==> config.mk <==
export PLATFORM = sky130hd
export DESIGN_NAME = uart_rx_stub
export DESIGN_NICKNAME = d
export VERILOG_FILES = /design/src/rtl/uart_rx_stub.sv
export SDC_FILE = /design/constraint.sdc
export NUM_CORES = 1
export LEC_CHECK = 0
export ABC_CLOCK_PERIOD_IN_PS = 3670
export CAP_MARGIN = 15
export CORE_ASPECT_RATIO = 0.75
export CORE_MARGIN = 4
export CORE_UTILIZATION = 54
export CTS_CLUSTER_SIZE = 20
export DETAILED_ROUTE_END_ITERATION = 12
export GPL_ROUTABILITY_DRIVEN = 0
export PLACE_DENSITY = 0.77
export SLEW_MARGIN = 0
export SYNTH_ARGS = -nofsm -noshare
export SYNTH_HDL_FRONTEND = slang
export SYNTH_SLANG_ARGS = --single-unit
==> constraint.sdc <==
create_clock -name clock -period 3.67 [get_ports clock]
set_clock_uncertainty 0.15 [all_clocks]
set_input_delay 0.367 -clock clock [delete_from_list [all_inputs] [get_ports clock]]
set_output_delay 0.367 -clock clock [all_outputs]
set_load 0.02 [all_outputs]
==> src/rtl/uart_rx_stub.sv <==
// -----------------------------------------------------------------------------
// uart_rx_stub
// Receive-side counterpart of the simulation UART write port. Bytes arriving
// from a host-side source are buffered in a circular FIFO and served to CPU
// loads through a DATA register (word offset 0) and a STATUS register (word
// offset 1). Loads are non-idempotent, so every accepted load raises a
// difftest skip pulse together with its response.
//
// Ports
//   clock          single clock, all state on posedge
//   reset_n        asynchronous active-low reset
//   host_valid_i   host presents a byte this cycle (no backpressure)
//   host_data_i    byte from host
//   rd_en_i        CPU load request, one cycle per request
//   rd_addr_i      0 = DATA, 1 = STATUS
//   rd_valid_o     load response valid, one cycle after the request
//   rd_data_o      load response data, held until the next response
//   skip_o         difftest skip pulse, aligned with rd_valid_o
//   rx_nonempty_o  FIFO holds at least one byte (registered level)
//
// STATUS layout: bit0 = nonempty, bit1 = full, bit2 = overflow (sticky,
// cleared by a STATUS read), bits[15:8] = occupancy count.
// -----------------------------------------------------------------------------
module uart_rx_stub #(
    parameter int unsigned DEPTH = 16
) (
    input  logic        clock,
    input  logic        reset_n,
    input  logic        host_valid_i,
    input  logic [7:0]  host_data_i,
    input  logic        rd_en_i,
    input  logic        rd_addr_i,
    output logic        rd_valid_o,
    output logic [31:0] rd_data_o,
    output logic        skip_o,
    output logic        rx_nonempty_o
);

    localparam int unsigned PTR_W = (DEPTH > 1) ? $clog2(DEPTH) : 1;
    localparam int unsigned CNT_W = $clog2(DEPTH) + 1;

    localparam logic [CNT_W-1:0] CNT_FULL  = CNT_W'(DEPTH);
    localparam logic [CNT_W-1:0] CNT_ONE   = CNT_W'(1);
    localparam logic [PTR_W-1:0] PTR_ONE   = PTR_W'(1);
    localparam logic [31:0]      DATA_NONE = 32'hFFFF_FFFF;

    // FIFO storage and bookkeeping
    logic [7:0]       mem_q [DEPTH];
    logic [PTR_W-1:0] wr_ptr_q, wr_ptr_d;
    logic [PTR_W-1:0] rd_ptr_q, rd_ptr_d;
    logic [CNT_W-1:0] count_q,  count_d;
    logic             ovf_q,    ovf_d;

    // Load response and level outputs
    logic             rd_valid_q, rd_valid_d;
    logic [31:0]      rd_data_q,  rd_data_d;
    logic             skip_q,     skip_d;
    logic             nonempty_q, nonempty_d;

    // Combinational decode of the current cycle
    logic             full_c;
    logic             empty_c;
    logic             data_rd_c;
    logic             stat_rd_c;
    logic             pop_c;
    logic             push_c;
    logic             drop_c;
    logic [7:0]       head_c;
    logic [31:0]      status_c;

    // Occupancy flags, request decode and push/pop/drop qualification
    always_comb begin
        full_c    = (count_q == CNT_FULL);
        empty_c   = (count_q == '0);
        data_rd_c = rd_en_i & ~rd_addr_i;
        stat_rd_c = rd_en_i &  rd_addr_i;
        pop_c     = data_rd_c & ~empty_c;
        // A pop on the same edge frees the slot, so a full FIFO still accepts.
        push_c    = host_valid_i & (~full_c | pop_c);
        drop_c    = host_valid_i & full_c & ~pop_c;
        head_c    = mem_q[rd_ptr_q];
        status_c  = {16'h0000, 8'(count_q), 5'b00000, ovf_q, full_c, ~empty_c};
    end

    // Next-state for pointers, count, overflow flag and response registers
    always_comb begin
        wr_ptr_d   = wr_ptr_q;
        rd_ptr_d   = rd_ptr_q;
        count_d    = count_q;
        ovf_d      = ovf_q;
        rd_valid_d = 1'b0;
        skip_d     = 1'b0;
        rd_data_d  = rd_data_q;
        nonempty_d = nonempty_q;

        if (push_c) begin
            wr_ptr_d = wr_ptr_q + PTR_ONE;
        end
        if (pop_c) begin
            rd_ptr_d = rd_ptr_q + PTR_ONE;
        end

        unique case ({push_c, pop_c})
            2'b10:   count_d = count_q + CNT_ONE;
            2'b01:   count_d = count_q - CNT_ONE;
            default: count_d = count_q;
        endcase

        // A drop in the same cycle as a STATUS read keeps the flag set.
        if (drop_c) begin
            ovf_d = 1'b1;
        end else if (stat_rd_c) begin
            ovf_d = 1'b0;
        end

        if (rd_en_i) begin
            rd_valid_d = 1'b1;
            skip_d     = 1'b1;
            if (rd_addr_i) begin
                rd_data_d = status_c;
            end else if (empty_c) begin
                rd_data_d = DATA_NONE;
            end else begin
                rd_data_d = {24'h00_0000, head_c};
            end
        end

        nonempty_d = (count_d != '0);
    end

    // FIFO storage write port
    always_ff @(posedge clock or negedge reset_n) begin
        if (!reset_n) begin
            for (int unsigned i = 0; i < DEPTH; i++) begin
                mem_q[i] <= 8'h00;
            end
        end else if (push_c) begin
            mem_q[wr_ptr_q] <= host_data_i;
        end
    end

    // Control and response state registers
    always_ff @(posedge clock or negedge reset_n) begin
        if (!reset_n) begin
            wr_ptr_q   <= '0;
            rd_ptr_q   <= '0;
            count_q    <= '0;
            ovf_q      <= 1'b0;
            rd_valid_q <= 1'b0;
            rd_data_q  <= '0;
            skip_q     <= 1'b0;
            nonempty_q <= 1'b0;
        end else begin
            wr_ptr_q   <= wr_ptr_d;
            rd_ptr_q   <= rd_ptr_d;
            count_q    <= count_d;
            ovf_q      <= ovf_d;
            rd_valid_q <= rd_valid_d;
            rd_data_q  <= rd_data_d;
            skip_q     <= skip_d;
            nonempty_q <= nonempty_d;
        end
    end

    assign rd_valid_o    = rd_valid_q;
    assign rd_data_o     = rd_data_q;
    assign skip_o        = skip_q;
    assign rx_nonempty_o = nonempty_q;

endmodule
# Yosys cells after proc, flatten, opt, wreduce, memory -nomap -nowiden
# Index checks and enable logic that the tools add are counted.
classes:
  eq_ne: 3
  n_lt_le_gt_ge: 3
  bitwise_logic: 13
  reduce_logical: 4
  n_addsub: 4
  mux: 12
ops:
  columns: ["op", "n"]
  rows:
  - ["bitwise mux 128 bit", 1]
  - ["2-to-1 mux 32 bit", 2]
  - ["binary-select mux 8 bit (select 4 bit)", 1]
  - ["demux 8 bit (select 4 bit)", 1]
  - ["2-to-1 mux 8 bit", 3]
  - [">= comparator 5 bit, second input constant", 2]
  - ["inverter 4 -> 5 bit", 2]
  - ["case mux 5 bit (2 select lines)", 1]
  - ["adder 4 x 1 -> 4 bit, second input constant", 2]
  - ["bitwise AND 1 bit", 6]
  - ["adder 5 x 1 -> 5 bit, second input constant", 1]
  - ["== test 5 bit, second input constant", 1]
  - ["zero test 5 bit", 1]
  - ["less-than comparator 5 x 1 -> 1 bit, second input constant", 1]
  - ["nonzero test 5 bit", 1]
  - ["subtractor 5 x 1 -> 5 bit, second input constant", 1]
  - ["inverter 1 bit", 4]
  - ["2-to-1 mux 1 bit", 3]
  - ["== test 2 x 1 -> 1 bit, second input constant", 1]
  - ["== test 2 bit, second input constant", 1]
  - ["nonzero test 2 bit", 1]
  - ["logical AND 1 bit", 1]
  - ["bitwise OR 1 bit", 1]
word_totals:
  wordCells: 62
  output_inout_bits: 35
  ff_bits: 176
  in_bits: 13

# Depth between registers and ports, before layout
# Gate-level depths: netlist of the first run.
logic_depth:
  depth_word: 8
  mapped_depth: 16
  ltp_nobuf: 12

# Least setup slack after synthesis of the first run
# Ideal clock, no wire load.
synth_path:
  kind: "flip-flop to flip-flop"
  start: "register count_q[2]"
  end: "register nonempty_q (netlist: rx_nonempty_o)"
  synth_period_minus_slack_ns: 3.723
  n_path_buf: 4
  slack_ns: -0.053
  arrival_time_ns: 3.426
  path_stages_with_launch: 17
  path_cell_list: "dfrtp_1 buf_2 nor4_1 and3_1 buf_4 buf_6 nor2b_1 inv_1 ha_1 clkbuf_1 xor2_1 ha_1 a211o_1 o211ai_1 nor3_1 xor2_1 or4b_2"
synth_via:
  elab_chain_len: 8
synth_lines:
  columns: ["item", "line_no", "source"]
  rows:
  - ["from (decl)", "51", "logic [CNT_W-1:0] count_q, count_d;"]
  - ["from (signal assigned)", "156", "count_q <= count_d;"]
  - ["zero test 5 bit", "74", "empty_c = (count_q == '0);"]
  - ["inverter 1 bit", "77", "pop_c = data_rd_c & ~empty_c;"]
  - ["bitwise AND 1 bit", "77", null]
  - ["bitwise OR 1 bit", "79", "push_c = host_valid_i & (~full_c | pop_c);"]
  - ["bitwise AND 1 bit", "79", null]
  - ["== test 2 x 1 -> 1 bit / == test 2 bit (equally long branches)", "103", "unique case ({push_c, pop_c})"]
  - ["case mux 5 bit (2 select lines) (*)", "103", null]
  - ["via count_d[4]", "51", null]
  - ["nonzero test 5 bit (*)", "128", "nonempty_d = (count_d != '0);"]
  - ["via nonempty_d", "58", "logic nonempty_q, nonempty_d;"]
  - ["to (signal assigned)", "161", "nonempty_q <= nonempty_d;"]
  - ["to (decl)", "58", null]
# The timed path passes the listed nets; every way through them passes the cells marked *.
# A chain may end at the register's enable or synchronous reset.

# Worst setup path in the final report of the first run
layout_path:
  start: "register count_q[1]"
  end: "register nonempty_q (netlist: rx_nonempty_o)"
# Same word-level chain as after synthesis.

==> results.yml, run 1 <==
cells_and_area:
  nFillCells: 966
  design_area_um2: 8737
  diodes: 0
  drive_gt1_frac: 0.4003
  area_growth_pct: 16.05
  nNetsFinal: 580
  instances_no_fill: 747
run:
  maxCapViolCount: 0
global_route:
  grt_pass1_vias: 4565
  antenna_found_initial: 0
  overflow: 0
  grt_pass1_wl_mm: 25.78
  top_usage_layer: "met2"
  grt_use_met2: 0.3328
  use_met3: 0.05606
  grt_max_degree: 91
  met1_usage: 0.3150
  grtUsageTotal: 0.2178
placed_design:
  place_area_um2: 8065
  post-place-ws_ns: 0.02510
  hpwl_mm: 11.14
  placed_cells: 714
  io_buffers: 47
worst_hold_path:
  hold_depth: 1
  min_to: "wr_ptr_q[3]$_DFFE_PN0P_"
  holdCritStartpoint: "wr_ptr_q[3]$_DFFE_PN0P_"
  hold_class: "register to register"
route:
  avgViaCountPerCell: 5.942
  antenna_left: 0
  wl_per_cell_um: 21.76
  drt_drc_violations_left: 0
  firstDrtPassIters: 4
  initialDrtViolationCount: 284
  wirelength_mm: 16.25
  vias: 4439
critical_path:
  worstPathRequired_ns: 3.80
  rrSetupSlack_ns: 0.27
  r2r_end: "rx_nonempty_o$_DFF_PN0_"
  worst-r2r-cell-count: 12
  cpMaxStageDelayCell: "or4b_2"
  crit_chain: "nor4_2 -> and3_1 -> nor2b_2 -> inv_1 -> ha_2 -> xor2_1 -> ha_1 -> a211o_1 -> o211ai_1 -> nor3_1 -> xor2_1 -> or4b_2"
  crit_path_frequent_cell: "xor2_1"
  worstSetupStartpointType: "register"
  path_max_fanout: 9
  arrival_ns: 3.53
  timing.rr.start: "count_q[1]$_DFF_PN0_"
  critPathCaptureType: "register"
  cp_slowest_stage_delay_ns: 0.61
  worstSetupPathType: "register to register"
power:
  p_switching_w: 0.002580
  p_comb_frac: 0.355
  ir_drop_mv: 0.4289
  fin_total_pwr_w: 0.007880
  p_seq_frac: 0.398
  sw_frac_of_total: 0.3274
  powerDensity_nw_per_um2: 901.9
  power_frac_clock: 0.246
  p_int_w: 0.005300
  p_leak_nw: 3.648
sta:
  tns_ns: 0
  rsz0062_at_grt: "no"
  setup_slack_ns: 0.2703
  tightest_slew_ns: 0.8377
  min_period_ns: 3.400
  finalHoldViolCount: 0
  slew_headroom: 0.4385
  fmax_ghz: 0.2941
  finalSetupViolCount: 0
  maxSlewViolCount: 0
  period_share: 0.9263
synth:
  netlist_instances: 527
  synth-edff-count: 0
  synth_top_flop_cell: "dfrtp_1"
  synth-seq-area-share: 0.5252
  ys_types: 45
  synth_seq_cells: 158
  synth_nets: 548
  syn_area_um2: 7528
  async_reset_ff_frac: 1.000
  yosysWarnings: 0
  avgSynthCellArea_um2: 14.29
clocking:
  clock_path_buffers: 2
  clockRootBuffer: "clkbuf_16"
  cts.sinks: 158
  worstSkewPairLatency_ns: 0.42
  ctsHtreeMaxLevel: 4
  path_clk_slew_ns: 0.07
  postCtsSetupBuffers: 0
  cts_tree: "yes"
  cts_made_buffers: 17
floorplanning:
  dieWidth_um: 144.3
  fp-row-count: 37
  io_pins: 48
  core_um2: 13700
  initial_core_util: 0.5494
  die_area_um2: 15910
  die_h_um: 110.3
run_status:
  status: "complete, no violations"
cell usage in the layout (no fill, tap or decap), drive strengths merged, types with 9 or more instances in the layout:
cell type      count
clkbuf            18
mux4              29
inv               16
nor2              12
nor3              18
o21ai              9
mux2i             13
mux2             130
clkdlybuf4s50     46
dfrtp            158
nand2             19
nand2b             9
buf               16
worst max-delay path by stage:
stage / start / end / slack (ns) / cells past startpoint
4_1_cts: count_q[1]$_DFF_PN0_ / rx_nonempty_o$_DFF_PN0_ / 0.08 / 12
6_report: count_q[1]$_DFF_PN0_ / rx_nonempty_o$_DFF_PN0_ / 0.27 / 12
3_3_place_gp: rd_addr_i / rx_nonempty_o$_DFF_PN0_ / 0.17 / 13
5_1_grt: count_q[1]$_DFF_PN0_ / rx_nonempty_o$_DFF_PN0_ / 0.06 / 12
2_1_floorplan: count_q[2]$_DFF_PN0_ / rx_nonempty_o$_DFF_PN0_ / 0.08 / 16
3_5_place_dp: rd_addr_i / rx_nonempty_o$_DFF_PN0_ / 0.03 / 13
routing by layer:
metal,part of all wire,up-vias
li1,-,1975
met1,0.48,2351
met2,0.47,96
met3,0.044,17
met4,0.014,0
met5,0,-
power groups by stage:
stage                     clock, W  sequential [W]  combinational [W]
after floorplan                  0         0.00291            0.00217
after global placement           0         0.00310            0.00272
after detailed placement         0         0.00315            0.00280
after CTS                  0.00197         0.00314            0.00282
after global routing       0.00204         0.00325            0.00301
final                      0.00194         0.00314            0.00280
flip-flops by register name (all words and copies together), names as in the netlist:
| name | flops |
|---|---|
| count_q | 5 |
| rx_nonempty_o | 1 |
| rd_ptr_q | 4 |
| skip_o | 1 |
| rd_data_o | 14 |
| mem_q | 128 |
| wr_ptr_q | 4 |
| ovf_q | 1 |
per-stage QoR:
stage / hold WS (ns) / utilization
floorplan: -0.07859 / -
global placement: 0.3289 / 0.5886
detailed placement: 0.3279 / 0.5886
CTS: 0.3385 / 0.6370
global route: 0.3573 / 0.6376
finish: 0.3431 / 0.6376
cell usage after synthesis, types with 6 or more instances:
cell type / instances / area share
nor3_4: 9 / 0.019
mux4_2: 29 / 0.087
xor2_1: 6 / 0.0070
a31oi_1: 8 / 0.0066
buf_2: 10 / 0.0066
nand2_1: 19 / 0.0095
mux2_2: 130 / 0.19
inv_1: 7 / 0.0035
mux2i_1: 13 / 0.017
xnor2_1: 6 / 0.0070
ha_1: 8 / 0.013
clkbuf_1: 15 / 0.0075
dfrtp_1: 158 / 0.53
buf_4: 20 / 0.020
nand2b_1: 9 / 0.0075
nor2_1: 12 / 0.0060
nor3_2: 7 / 0.0093
o21ai_0: 9 / 0.0060
cells by family (layout without fill, tap and decap cells):
logic type                 count (synthesis)  after routing  share of synthesized area
muxes                                    172            172                     0.2985
DFF                                      158            158                     0.5252
and+or+nand+nor                           79             79                    0.07097
buffers and inverters                     57            102                    0.04105
AOI/OAI and AO/OA                         41             41                    0.03706
xor gates and xnor gates                  12             12                    0.01396
adders and majority gates                  8              8                    0.01330
area by class of cell:
cell class                      instances  area (um2)  share of cell area
Clock inverter                         14       214.0             0.02449
Clock buffer                           18       439.2             0.05026
Tap cell                              175       219.0             0.02506
Timing Repair Buffer                   63       606.8             0.06945
Sequential cell                       158        3955              0.4527
Multi-Input combinational cell        312        3277              0.3751
Inverter                                7       26.28            0.003007
repair_timing:
item | 4_1_cts | 5_1_grt
hold endpoints to repair | 89 | 0
gates resized for setup | 0 | 2
setup endpoints to repair | 0 | 1
hold buffers | 1 | 0
worst max-delay path: cells and delay by family, from the launching register on:
family                     cells  cell delay, ns
and+or+nand+nor                5            1.58
DFF                            1            0.48
adders and majority gates      2            0.48
xor gates and xnor gates       2            0.29
AOI/OAI and AO/OA              2            0.21
buffers and inverters          1            0.07
(Power assumes the default switching activity.)
==> run 2, diff against run 1 <==
--- a/config.mk
+++ b/config.mk
@@ -13,6 +13,7 @@
 export CTS_CLUSTER_SIZE = 20
 export DETAILED_ROUTE_END_ITERATION = 12
 export GPL_ROUTABILITY_DRIVEN = 0
+export MAX_ROUTING_LAYER = met4
 export PLACE_DENSITY = 0.77
 export SLEW_MARGIN = 0
 export SYNTH_ARGS = -nofsm -noshare
==> run 2 against run 1 <==
Effect of this change: register-to-register slack is essentially flat; combinational power is essentially flat; critical path depth is the same; count of clock-buffer cells in the layout is the same; non-clock buffer count is the same; final cell count is the same; critical path type unchanged; sequential power is essentially flat; worst setup slack gained 0.0076 ns; global-route usage grew 0.67 points; die area is the same; flip-flop and latch count is the same; sequential share of layout area is the same.
==> results.yml, run 2 (same netlist as run 1, synthesis figures left out) <==
clocking:
  clockRootBuffer: "clkbuf_16"
  clock_path_buffers: 2
  path_clk_slew_ns: 0.07
  cts.sinks: 158
  ctsHtreeMaxLevel: 4
  cts_tree: "yes"
  cts_made_buffers: 17
  worstSkewPairLatency_ns: 0.42
  postCtsSetupBuffers: 0
critical_path:
  path_max_fanout: 9
  crit_path_start: "count_q[1]$_DFF_PN0_"
  worstSetupPathType: "register to register"
  worstPathRequired_ns: 3.80
  worstSetupStartpointType: "register"
  r2r_end: "rx_nonempty_o$_DFF_PN0_"
  timing.rr.start: "count_q[1]$_DFF_PN0_"
  critPathCaptureType: "register"
  worst-r2r-cell-count: 12
  arrival_ns: 3.53
  rrSetupSlack_ns: 0.28
placed_design:
  io_buffers: 47
  hpwl_mm: 11.14
sta:
  min_period_ns: 3.392
  finalSetupViolCount: 0
  finalHoldViolCount: 0
  tns_ns: 0
  slew_headroom: 0.4281
  period_share: 0.9243
  maxSlewViolCount: 0
  fmax_ghz: 0.2948
  rsz0062_at_grt: "no"
  tightest_slew_ns: 0.8533
global_route:
  grt_pass1_wl_mm: 25.79
  grt_use_met2: 0.3331
  grt_pass1_vias: 4549
  grtUsageTotal: 0.2245
  overflow: 0
  antenna_found_initial: 0
  top_usage_layer: "met2"
  use_met3: 0.05476
  met1_usage: 0.3156
  grt_max_degree: 91
route:
  wirelength_mm: 16.30
  vias: 4415
  drt_drc_violations_left: 0
  initialDrtViolationCount: 311
  avgViaCountPerCell: 5.910
  firstDrtPassIters: 5
  antenna_left: 0
  wl_per_cell_um: 21.82
cells_and_area:
  largest_reg_flops: 128
  drive_gt1_frac: 0.4003
  fin_util: 0.6376
  nNetsFinal: 580
  diodes: 0
  regMostFlops: "mem_q"
  area_growth_pct: 16.05
  final_common_cell: "dfrtp_1"
  final_cell_mix: "157 x dfrtp_1, 130 x mux2_2, 46 x clkdlybuf4s50_1"
floorplanning:
  dieWidth_um: 144.3
  io_pins: 48
  initial_core_util: 0.5494
  die_h_um: 110.3
  fp-row-count: 37
  die_area_um2: 15910
  core_um2: 13700
power:
  fin_total_pwr_w: 0.007882
  ir_drop_mv: 0.4302
  powerDensity_nw_per_um2: 902.1
  p_leak_nw: 3.648
worst_hold_path:
  holdCritStartpoint: "wr_ptr_q[3]$_DFFE_PN0P_"
  hold_class: "register to register"
  hold_depth: 1
  min_to: "wr_ptr_q[3]$_DFFE_PN0P_"
run:
  maxCapViolCount: 0
run_status:
  status: "complete, no violations"
[run 2: worst max-delay path by stage]
stage	slack (ns)	end
6_report	0.28	rx_nonempty_o$_DFF_PN0_
4_1_cts	0.08	rx_nonempty_o$_DFF_PN0_
5_1_grt	0.06	rx_nonempty_o$_DFF_PN0_
3_3_place_gp	0.17	rx_nonempty_o$_DFF_PN0_
3_5_place_dp	0.03	rx_nonempty_o$_DFF_PN0_
2_1_floorplan	0.08	rx_nonempty_o$_DFF_PN0_
[run 2: metal layers]
metal | part of all wire | vias to the layer above
li1 | - | 1977
met1 | 0.47 | 2339
met2 | 0.47 | 84
met3 | 0.047 | 15
met4 | 0.014 | 0
met5 | 0 | -
[run 2: layout make-up]
type	count	area, um2
Fill cell	966	4966
Inverter	7	26.28
Tap cell	175	219.0
Sequential cell	158	3955
Clock buffer	18	439.2
Clock inverter	14	214.0
Timing Repair Buffer	63	606.8
Multi-Input combinational cell	312	3277
[run 2: power by group]
part           internal [W]  switching [W]
sequential          0.00254       0.000601
combinational       0.00157        0.00122
clock               0.00119       0.000758
total               0.00530        0.00258
[run 2: through the flow]
| step | setup WS, ns | area [um2] | std cells | hold WS [ns] |
|---|---|---|---|---|
| after floorplan | 0.08313 | 7532 | 527 | -0.07859 |
| after global placement | 0.1730 | 8065 | 714 | 0.3289 |
| after detailed placement | 0.02510 | 8065 | 714 | 0.3279 |
| after CTS | 0.07961 | 8728 | 747 | 0.3385 |
| after global routing | 0.06461 | 8737 | 747 | 0.3573 |
| final | 0.2779 | 8737 | 747 | 0.3386 |
[run 2: worst max-delay path, stage by stage, from the launching register on]
cell,delay (ns)
dfrtp_1,0.48
nor4_2,0.39
and3_1,0.26
nor2b_2,0.06
inv_1,0.07
ha_2,0.27
xor2_1,0.17
ha_1,0.21
a211o_1,0.13
o211ai_1,0.08
nor3_1,0.26
xor2_1,0.12
or4b_2,0.61
[run 2: what timing repair did]
item	in CTS	in global routing
setup endpoints to repair	0	1
hold endpoints to repair	89	0
hold buffers	1	0
resized for setup	0	2
==> run 3, diff against run 2 <==
--- a/config.mk
+++ b/config.mk
@@ -7,14 +7,14 @@
 export LEC_CHECK = 0
 export ABC_CLOCK_PERIOD_IN_PS = 3670
 export CAP_MARGIN = 15
-export CORE_ASPECT_RATIO = 0.75
+export CORE_ASPECT_RATIO = 0.7
 export CORE_MARGIN = 4
-export CORE_UTILIZATION = 54
+export CORE_UTILIZATION = 45
 export CTS_CLUSTER_SIZE = 20
 export DETAILED_ROUTE_END_ITERATION = 12
 export GPL_ROUTABILITY_DRIVEN = 0
 export MAX_ROUTING_LAYER = met4
-export PLACE_DENSITY = 0.77
+export PLACE_DENSITY = 0.66
 export SLEW_MARGIN = 0
 export SYNTH_ARGS = -nofsm -noshare
 export SYNTH_HDL_FRONTEND = slang
==> run 3 against run 2 <==
Effect of this change: highest routed layer unchanged; critical path depth did not move; utilization shrank 10 points; flip-flop and latch count stayed put; largest power group unchanged; non-clock buffer count up 6; final area up 0.50%; via count is 1.2% higher; largest cell class unchanged; wire length rose by 3.9%.
==> results.yml, run 3 (same netlist as run 1, synthesis figures left out) <==
route:
  avgViaCountPerCell: 5.565
  route.met3.wl_um: 668
  met2WireLength_mm: 8.006
  firstDrtPassIters: 4
  antenna_left: 0
  wl_per_cell_um: 21.10
  met1_length_mm: 8.110
  drt_drc_violations_left: 0
  initialDrtViolationCount: 378
  vias: 4469
  top_layer_used: "met4"
  wirelength_mm: 16.94
floorplanning:
  initial_core_util: 0.4605
  core_um2: 16350
  dieWidth_um: 162.6
  io_pins: 48
  die_h_um: 116.2
  fp-row-count: 39
  die_area_um2: 18900
critical_path:
  cp_slowest_stage_delay_ns: 0.61
  cpMaxStageDelayCell: "or4b_2"
  timing.rr.start: "count_q[1]$_DFF_PN0_"
  worst-r2r-cell-count: 12
  path_max_fanout: 9
  r2r_end: "rx_nonempty_o$_DFF_PN0_"
  critPathBufInv: 1
  critPathCaptureType: "register"
  crit_path_start: "count_q[1]$_DFF_PN0_"
  cpLargestDelayFamily: "simple AND/OR/NAND/NOR gates"
  crit_chain: "nor4_1 -> and3_1 -> nor2b_2 -> inv_1 -> ha_1 -> xor2_1 -> ha_1 -> a211o_1 -> o211ai_1 -> nor3_1 -> xor2_1 -> or4b_2"
  worstPathRequired_ns: 3.80
  worstSetupPathType: "register to register"
  crit_cells: 12
  cp-endpoint: "rx_nonempty_o$_DFF_PN0_"
  rrSetupSlack_ns: 0.19
  arrival_ns: 3.61
  worstSetupStartpointType: "register"
sta:
  min_period_ns: 3.480
  finalSetupViolCount: 0
  tns_ns: 0
  slew_headroom: 0.3630
  period_share: 0.9483
  finalHoldViolCount: 0
  maxSlewViolCount: 0
  fmax_ghz: 0.2873
  rsz0062_at_grt: "no"
  tightest_slew_ns: 0.9556
  holdWs_ns: 0.3534
clocking:
  ctsHtreeMaxLevel: 4
  cts_tree: "yes"
  clock_path_buffers: 2
  cts.sinks: 158
  cts_made_buffers: 17
  clockRootBuffer: "clkbuf_16"
  path_clk_slew_ns: 0.06
  postCtsSetupBuffers: 0
  worstSkewPairLatency_ns: 0.42
power:
  ir_drop_mv: 0.3420
  powerDensity_nw_per_um2: 877.7
  p_leak_nw: 3.648
global_route:
  antenna_found_initial: 0
  grt_pass1_wl_mm: 26.72
  grt_max_degree: 104
  overflow: 0
  grt_pass1_vias: 4648
  grtUsageTotal: 0.1922
run_status:
  status: "complete, no violations"
cells_and_area:
  area_growth_pct: 16.64
  largest_reg_flops: 128
  nNetsFinal: 586
  diodes: 0
  instances_no_fill: 803
  final_cell_mix: "157 x dfrtp_1, 130 x mux2_2, 46 x clkdlybuf4s50_1"
  final_common_cell: "dfrtp_1"
  drive_gt1_frac: 0.4014
  regMostFlops: "mem_q"
  nFillCells: 1339
placed_design:
  hpwl_mm: 11.62
  io_buffers: 47
  placed_cells: 770
worst_hold_path:
  holdCritStartpoint: "mem_q[39]$_DFFE_PN0P_"
  hold_class: "register to register"
run:
  maxCapViolCount: 0
[run 3: metrics by stage]
stage	total power (W)	setup WS [ns]	instance area, um2	utilization
2_1_floorplan	0.005082	0.08313	7532	-
3_3_place_gp	0.005771	0.2433	8173	0.5000
3_5_place_dp	0.005934	0.1216	8173	0.5000
4_1_cts	0.007763	0.2339	8781	0.5372
5_1_grt	0.008142	0.01989	8781	0.5372
6_report	0.007707	0.1898	8781	0.5372
[run 3: cell type report]
| cell class | instances | area [um2] | share of cell area |
|---|---|---|---|
| clock inverters | 14 | 168.9 | 0.01924 |
| flip-flops and latches | 158 | 3955 | 0.4504 |
| multi-input cells | 312 | 3268 | 0.3722 |
| repair buffers | 69 | 651.9 | 0.07424 |
| well taps | 225 | 281.5 | 0.03206 |
| inverters | 7 | 26.28 | 0.002992 |
| clock buffers | 18 | 429.2 | 0.04887 |
[run 3: how the worst min path moves through the flow]
stage	to	slack (ns)	depth (start not counted)
floorplan	count_q[0]$_DFF_PN0_	-0.08	0
global placement	mem_q[2]$_DFFE_PN0P_	0.33	1
detailed placement	mem_q[61]$_DFFE_PN0P_	0.34	1
CTS	mem_q[16]$_DFFE_PN0P_	0.36	1
global route	mem_q[112]$_DFFE_PN0P_	0.36	1
finish	mem_q[39]$_DFFE_PN0P_	0.35	1
[run 3: repair_timing]
| action | 4_1_cts | 5_1_grt |
|---|---|---|
| hold buffers | 1 | 0 |
| hold endpoints to repair | 102 | 0 |
| gates resized for setup | 0 | 0 |
[run 3: power by group]
| group | switching (W) | total (W) | internal [W] |
|---|---|---|---|
| Combinational | 0.00116 | 0.00273 | 0.00157 |
| Sequential | 0.000630 | 0.00317 | 0.00254 |
| Clock | 0.000784 | 0.00181 | 0.00103 |
| Total | 0.00257 | 0.00771 | 0.00514 |
[run 3: layer usage]
layer  global-route usage  up-vias
met2               0.2943       88
met5                    -        -
li1                     -     1993
met3              0.03351       15
met4              0.05196        0
met1               0.2698     2373
==> RTL edit 1: new RTL, config.mk and constraints of run 1 <==
Reset style: synchronous (`reset_n`), changed in 2 clocked blocks. Comments in the files are not updated.
--- a/src/rtl/uart_rx_stub.sv
+++ b/src/rtl/uart_rx_stub.sv
@@ -130,5 +130,5 @@
 
     // FIFO storage write port
-    always_ff @(posedge clock or negedge reset_n) begin
+    always_ff @(posedge clock) begin
         if (!reset_n) begin
             for (int unsigned i = 0; i < DEPTH; i++) begin
@@ -141,5 +141,5 @@
 
     // Control and response state registers
-    always_ff @(posedge clock or negedge reset_n) begin
+    always_ff @(posedge clock) begin
         if (!reset_n) begin
             wr_ptr_q   <= '0;
Check against the original RTL: differs if reset_n is asserted again (counterexample within 4 cycles, from zero or initial values and one cycle with reset_n low); with reset_n held inactive, the same outputs for 4 cycles.
==> RTL edit 1 against run 1 <==
  * Utilization grew 0.17 points
  * Synthesized area grew 1.5%
  * Final cell count grew 8.4%
  * First-iteration DRC count grew 68%
  * Sequential cell count grew 4
  * Final area grew 0.95%
  * Wire length grew 6.6%
  * Setup slack gained 0.0015 ns
  * Critical path depth shrank 2
  * Largest cell class unchanged
Power is not compared: it rests on default switching activity, and its combinational part moved more than twofold at a synthesized area within 25%.
==> RTL edit 1: results (changes against run 1) <==
[synth]
async_flop_share_pct = 0  ; -100 points
synth_xor_area_share_pct = 0.802  ; -0.59 points
ys_warn_count = 0  ; unchanged
ys_seq_area_share_pct = 59.2  ; +6.7 points
synth_fa_ha_area_share_pct = 0.982  ; -0.35 points
syn_nets = 602  ; +9.9%
synth_area_leaders = edfxtp_1, and2_1, dfxtp_1
yosys.cell_types.count = 53  ; +18%
synth_mux_area_share_pct = 11.2  ; -19 points
syn_inst = 583  ; +11%
ys_top_cells_by_count = and2_1, edfxtp_1, dfxtp_1
synth_edf_count = 128  ; +128
synth_compound_area_share_pct = 6.45  ; +2.7 points
ys.flop_type = edfxtp_1

[place]
place_area_um2 = 8240  ; +2.2%
port_buffers = 47  ; unchanged
dp_hpwl_mm = 11.7  ; +4.8%

[clock_tree]
worstSkewPairLatency_ns = 0.43
numCtsBuffers = 17  ; unchanged
post_cts_buffers = 0  ; unchanged
cts_resized = 0  ; unchanged
htreeDepth = 4  ; unchanged
clk_pin_slew_ns = 0.07  ; about the same
cts_buffer_depth = 2  ; unchanged
cts-root-buf = clkbuf_16

[detailed_routing]
viasPerCell = 5.86  ; -1.3%
wire_per_inst_um = 21.4  ; -1.7%
drt_first_pass_iters = 4  ; unchanged
first_iter_violations = 477  ; +68%

[critical_path]
arrival_ns = 3.54  ; about the same
r2r_start = count_q[2]
crit_type = reg2reg
reg2reg_slack_ns = 0.27
r2r_end = rx_nonempty_o
path_max_fanout = 10  ; +1
r2r_cells = 10  ; -2

[finish]
largest_reg_flops = 128  ; unchanged
drive_gt1_share_pct = 16.5  ; -23 points
regMostFlops = mem_q
nNetsFinal = 641  ; +11%
diodes = 0  ; unchanged

[global_route]
grt_max_degree = 35  ; -62%
grt_usage_pct = 22.4  ; +0.61 points
grt_pass1_wl_mm = 27.3  ; +5.9%
grt_pass1_vias = 4705  ; +3.1%
grt_antenna_before_repair = 0  ; unchanged

[outcome]
status = finished, final reports clean

[power_and_ir_drop]
irDropWorstVdd_uv = 435
p_leak_nw = 3.17

[hold_path]
min_path_type = reg2reg

[timing]
slew_headroom_pct = 47.9  ; +4.0 points

==> RTL edit 1: cell types whose count changed in the layout (fill, tap and decap cells not counted), sizes merged, moves of 5 or more <==
cell,run 1,this run
dfxtp,0,34
and2,1,130
nand3,5,10
dfrtp,158,0
buf,16,26
mux2,130,8
a21oi,3,9
edfxtp,0,128
nor3,18,5
nor2,12,32
o21ai,9,22
==> RTL edit 1: critical path, cell delays in order, from the launching register on <==
cell	delay [ns]
dfxtp_1	0.42
nor4_4	0.53
nand2b_1	0.23
nand2_1	0.25
o31ai_1	0.10
ha_1	0.25
nor4_1	0.30
o211ai_1	0.17
a211oi_1	0.38
mux2i_1	0.34
o211ai_2	0.13
==> RTL edit 1: layout make-up <==
class                           count  area, um^2
Fill cell                        1014        4980
Clock buffer                       19         475
Inverter                            9        33.8
Clock inverter                     13         104
Tap cell                          175         219
Timing Repair Buffer               73         666
Sequential cell                   162        4530
Multi-Input combinational cell    359        2800
==> RTL edit 1: worst min path at each step <==
stage / from / to / slack, ns / cells past startpoint
2_1_floorplan: ovf_q / rd_data_o[2] / 0.30 / 2
3_3_place_gp: rd_data_o[6] / rd_data_o[6] / 0.30 / 2
3_5_place_dp: rd_data_o[7] / rd_data_o[7] / 0.30 / 2
4_1_cts: rd_data_o[7] / rd_data_o[7] / 0.32 / 2
5_1_grt: rd_data_o[1] / rd_data_o[1] / 0.34 / 1
6_report: rd_data_o[3] / rd_data_o[3] / 0.32 / 1
==> RTL edit 1: where the power goes <==
part           switching [mW]  internal [mW]
clock network           0.766          0.966
logic                   0.358          0.288
registers              0.0862           2.07
total                    1.21           3.32
==> RTL edit 1: per-layer routing <==
metal / share of wire (%) / global-route usage (%) / vias to the layer above
li1: - / - / 2193
met1: 46 / 32.0 / 2361
met2: 46 / 33.4 / 177
met3: 7.4 / 7.27 / 19
met4: 1.2 / 5.69 / 0
met5: 0 / 0 / -
==> RTL edit 1: logic make-up (layout without fill, tap and decap cells) <==
kind of cell | after synthesis | count (layout)
simple gates | 226 | 226
mux | 51 | 51
flops | 162 | 162
compound gates | 69 | 69
fa+ha+maj | 6 | 6
buf+inv | 62 | 114
xor+xnor | 7 | 7
==> RTL edit 1: through the flow <==
| stage | utilization (%) | std cells | hold slack, ns | worst slack, ns | total power [mW] |
|---|---|---|---|---|---|
| after floorplan | - | 583 | 0.296 | 0.894 | 2.62 |
| after global placement | 59.7 | 778 | 0.295 | 0.522 | 2.81 |
| after detailed placement | 59.7 | 778 | 0.305 | 0.356 | 2.84 |
| after CTS | 63.9 | 810 | 0.320 | 0.396 | 4.55 |
| after global routing | 63.9 | 810 | 0.343 | 0.112 | 4.71 |
| final | 63.9 | 810 | 0.316 | 0.272 | 4.53 |
==> RTL edit 2: new RTL, settings of run 1 <==
Without the edit above. The parameter `DEPTH` goes from 16 to 32.
--- a/src/rtl/uart_rx_stub.sv
+++ b/src/rtl/uart_rx_stub.sv
@@ -23,5 +23,5 @@
 // -----------------------------------------------------------------------------
 module uart_rx_stub #(
-    parameter int unsigned DEPTH = 16
+    parameter int unsigned DEPTH = 32
 ) (
     input  logic        clock,
Behaviour: no difference found for any inputs over 4 cycles, from zero or initial values and one cycle with reset_n low; that may be too few to reach the edited logic, so the function may still have changed.
==> RTL edit 2 against run 1 <==
  * Wire length is 94% higher
  * Final area is 77% higher
  * Sequential cell count is 132 higher
  * Power is 62% higher
  * Setup slack worse by 0.11 ns
  * Synthesized area is 82% higher
  * Sequential share of layout area is 1.7 points higher
  * Sequential power is 68% higher
  * Critical endpoint unchanged
  * Largest cell class unchanged
==> RTL edit 2: results (changes against run 1) <==
[detailed_routing]
dr_wl_met2_mm = 14.6  ; +93%
highest_layer = met5
dr_wl_met3_mm = 1.97  ; +180%
first_iter_violations = 734  ; +160%
viasPerCell = 6.04  ; +1.6%
num_vias = 8244  ; +86%

[clock_tree]
cts_buffer_depth = 3  ; +1
numCtsBuffers = 29  ; +12
htreeDepth = 1  ; -3

[power_and_ir_drop]
comb_power_share_pct = 35.7  ; +0.2 points
irDropWorstVdd_uv = 545  ; +27%
comb_power_mw = 4.57  ; +63%
p_clk_mw = 2.97  ; +53%

[global_route]
grtUsageMet1_pct = 34.7  ; +3.2 points
grt_usage_pct = 22.8  ; +1.0 points
use_met3_pct = 4.92  ; -0.69 points
grt_max_degree = 88  ; -3.3%

[timing]
finalCriticalPeriod_ns = 3.51  ; +0.110 ns

[critical_path]
path_max_fanout = 4  ; -5

[finish]
largest_reg_flops = 256  ; +100%
drive_gt1_share_pct = 41.5  ; +1.4 points
num-fill-cells = 1822  ; +89%

[hold_path]
min_path_type = in2async

[synth]
ys_top_cells_by_count = dfrtp_1, mux2_2, clkbuf_1
synth_area_leaders = dfrtp_1, mux2_2, mux4_2

[place]
dpl.cell_count = 1310  ; +83%
dp_hpwl_mm = 21.0  ; +89%
place_area_um2 = 14500  ; +79%

[outcome]
status = finished, final reports clean

## RTL edit 2: cell types whose count changed in the layout (fill, tap and decap cells not counted), moves of 13 or more
cell	delta
a22oi_1	+14
buf_4	+18
dfrtp_1	+131
mux2_2	+119
mux2i_1	+17
mux4_2	+22
nand2_2	+13
nand3_1	+19
nor2_2	+16
## RTL edit 2: repair_timing
item | CTS | global route
hold buffers | 1 | 0
gates resized for setup | 0 | 4
endpoints found under the hold margin | 82 | 0
setup endpoints to repair | 0 | 1
buffers inserted | 0 | 2
## RTL edit 2: area by class of cell
class | count | area (um^2) | area share [%]
multi-input combinational | 593 | 5990 | 38.7
inverter | 8 | 30.0 | 0.194
timing repair buffer | 85 | 821 | 5.30
clock inverter | 10 | 135 | 0.873
sequential | 290 | 7260 | 46.9
tap | 338 | 423 | 2.73
clock buffer | 41 | 811 | 5.24
## RTL edit 2: critical path: stages (launching register included)
cell and delay, ns:
dfrtp_1 0.38, or4_4 0.57, o41a_1 0.41, inv_1 0.12, ha_4 0.15, xor2_2 0.13, ha_2 0.19, a21oi_1 0.05
xnor2_1 0.20, a21boi_1 0.11, or4_1 0.53, or4_1 0.40
## RTL edit 2: worst min path at each step
stage / start / endpoint / slack (ns)
global placement: reset_n / mem_q[127] / 0.27
CTS: reset_n / mem_q[103] / 0.31
detailed placement: reset_n / mem_q[127] / 0.26
finish: reset_n / mem_q[127] / 0.28
global route: reset_n / mem_q[122] / 0.35
floorplan: reset_n / count_q[0] / -0.08
## RTL edit 2: logic make-up (layout without fill, tap and decap cells)
kind of cell    Yosys count  count (layout)  synth area share, %
simple gates            168             168                 6.91
flops                   290             290                 53.0
mux                     339             339                 31.8
fa+ha+maj                 8               8                0.731
xor+xnor                 13              13                0.832
buf+inv                  98             144                 3.37
compound gates           65              65                 3.33
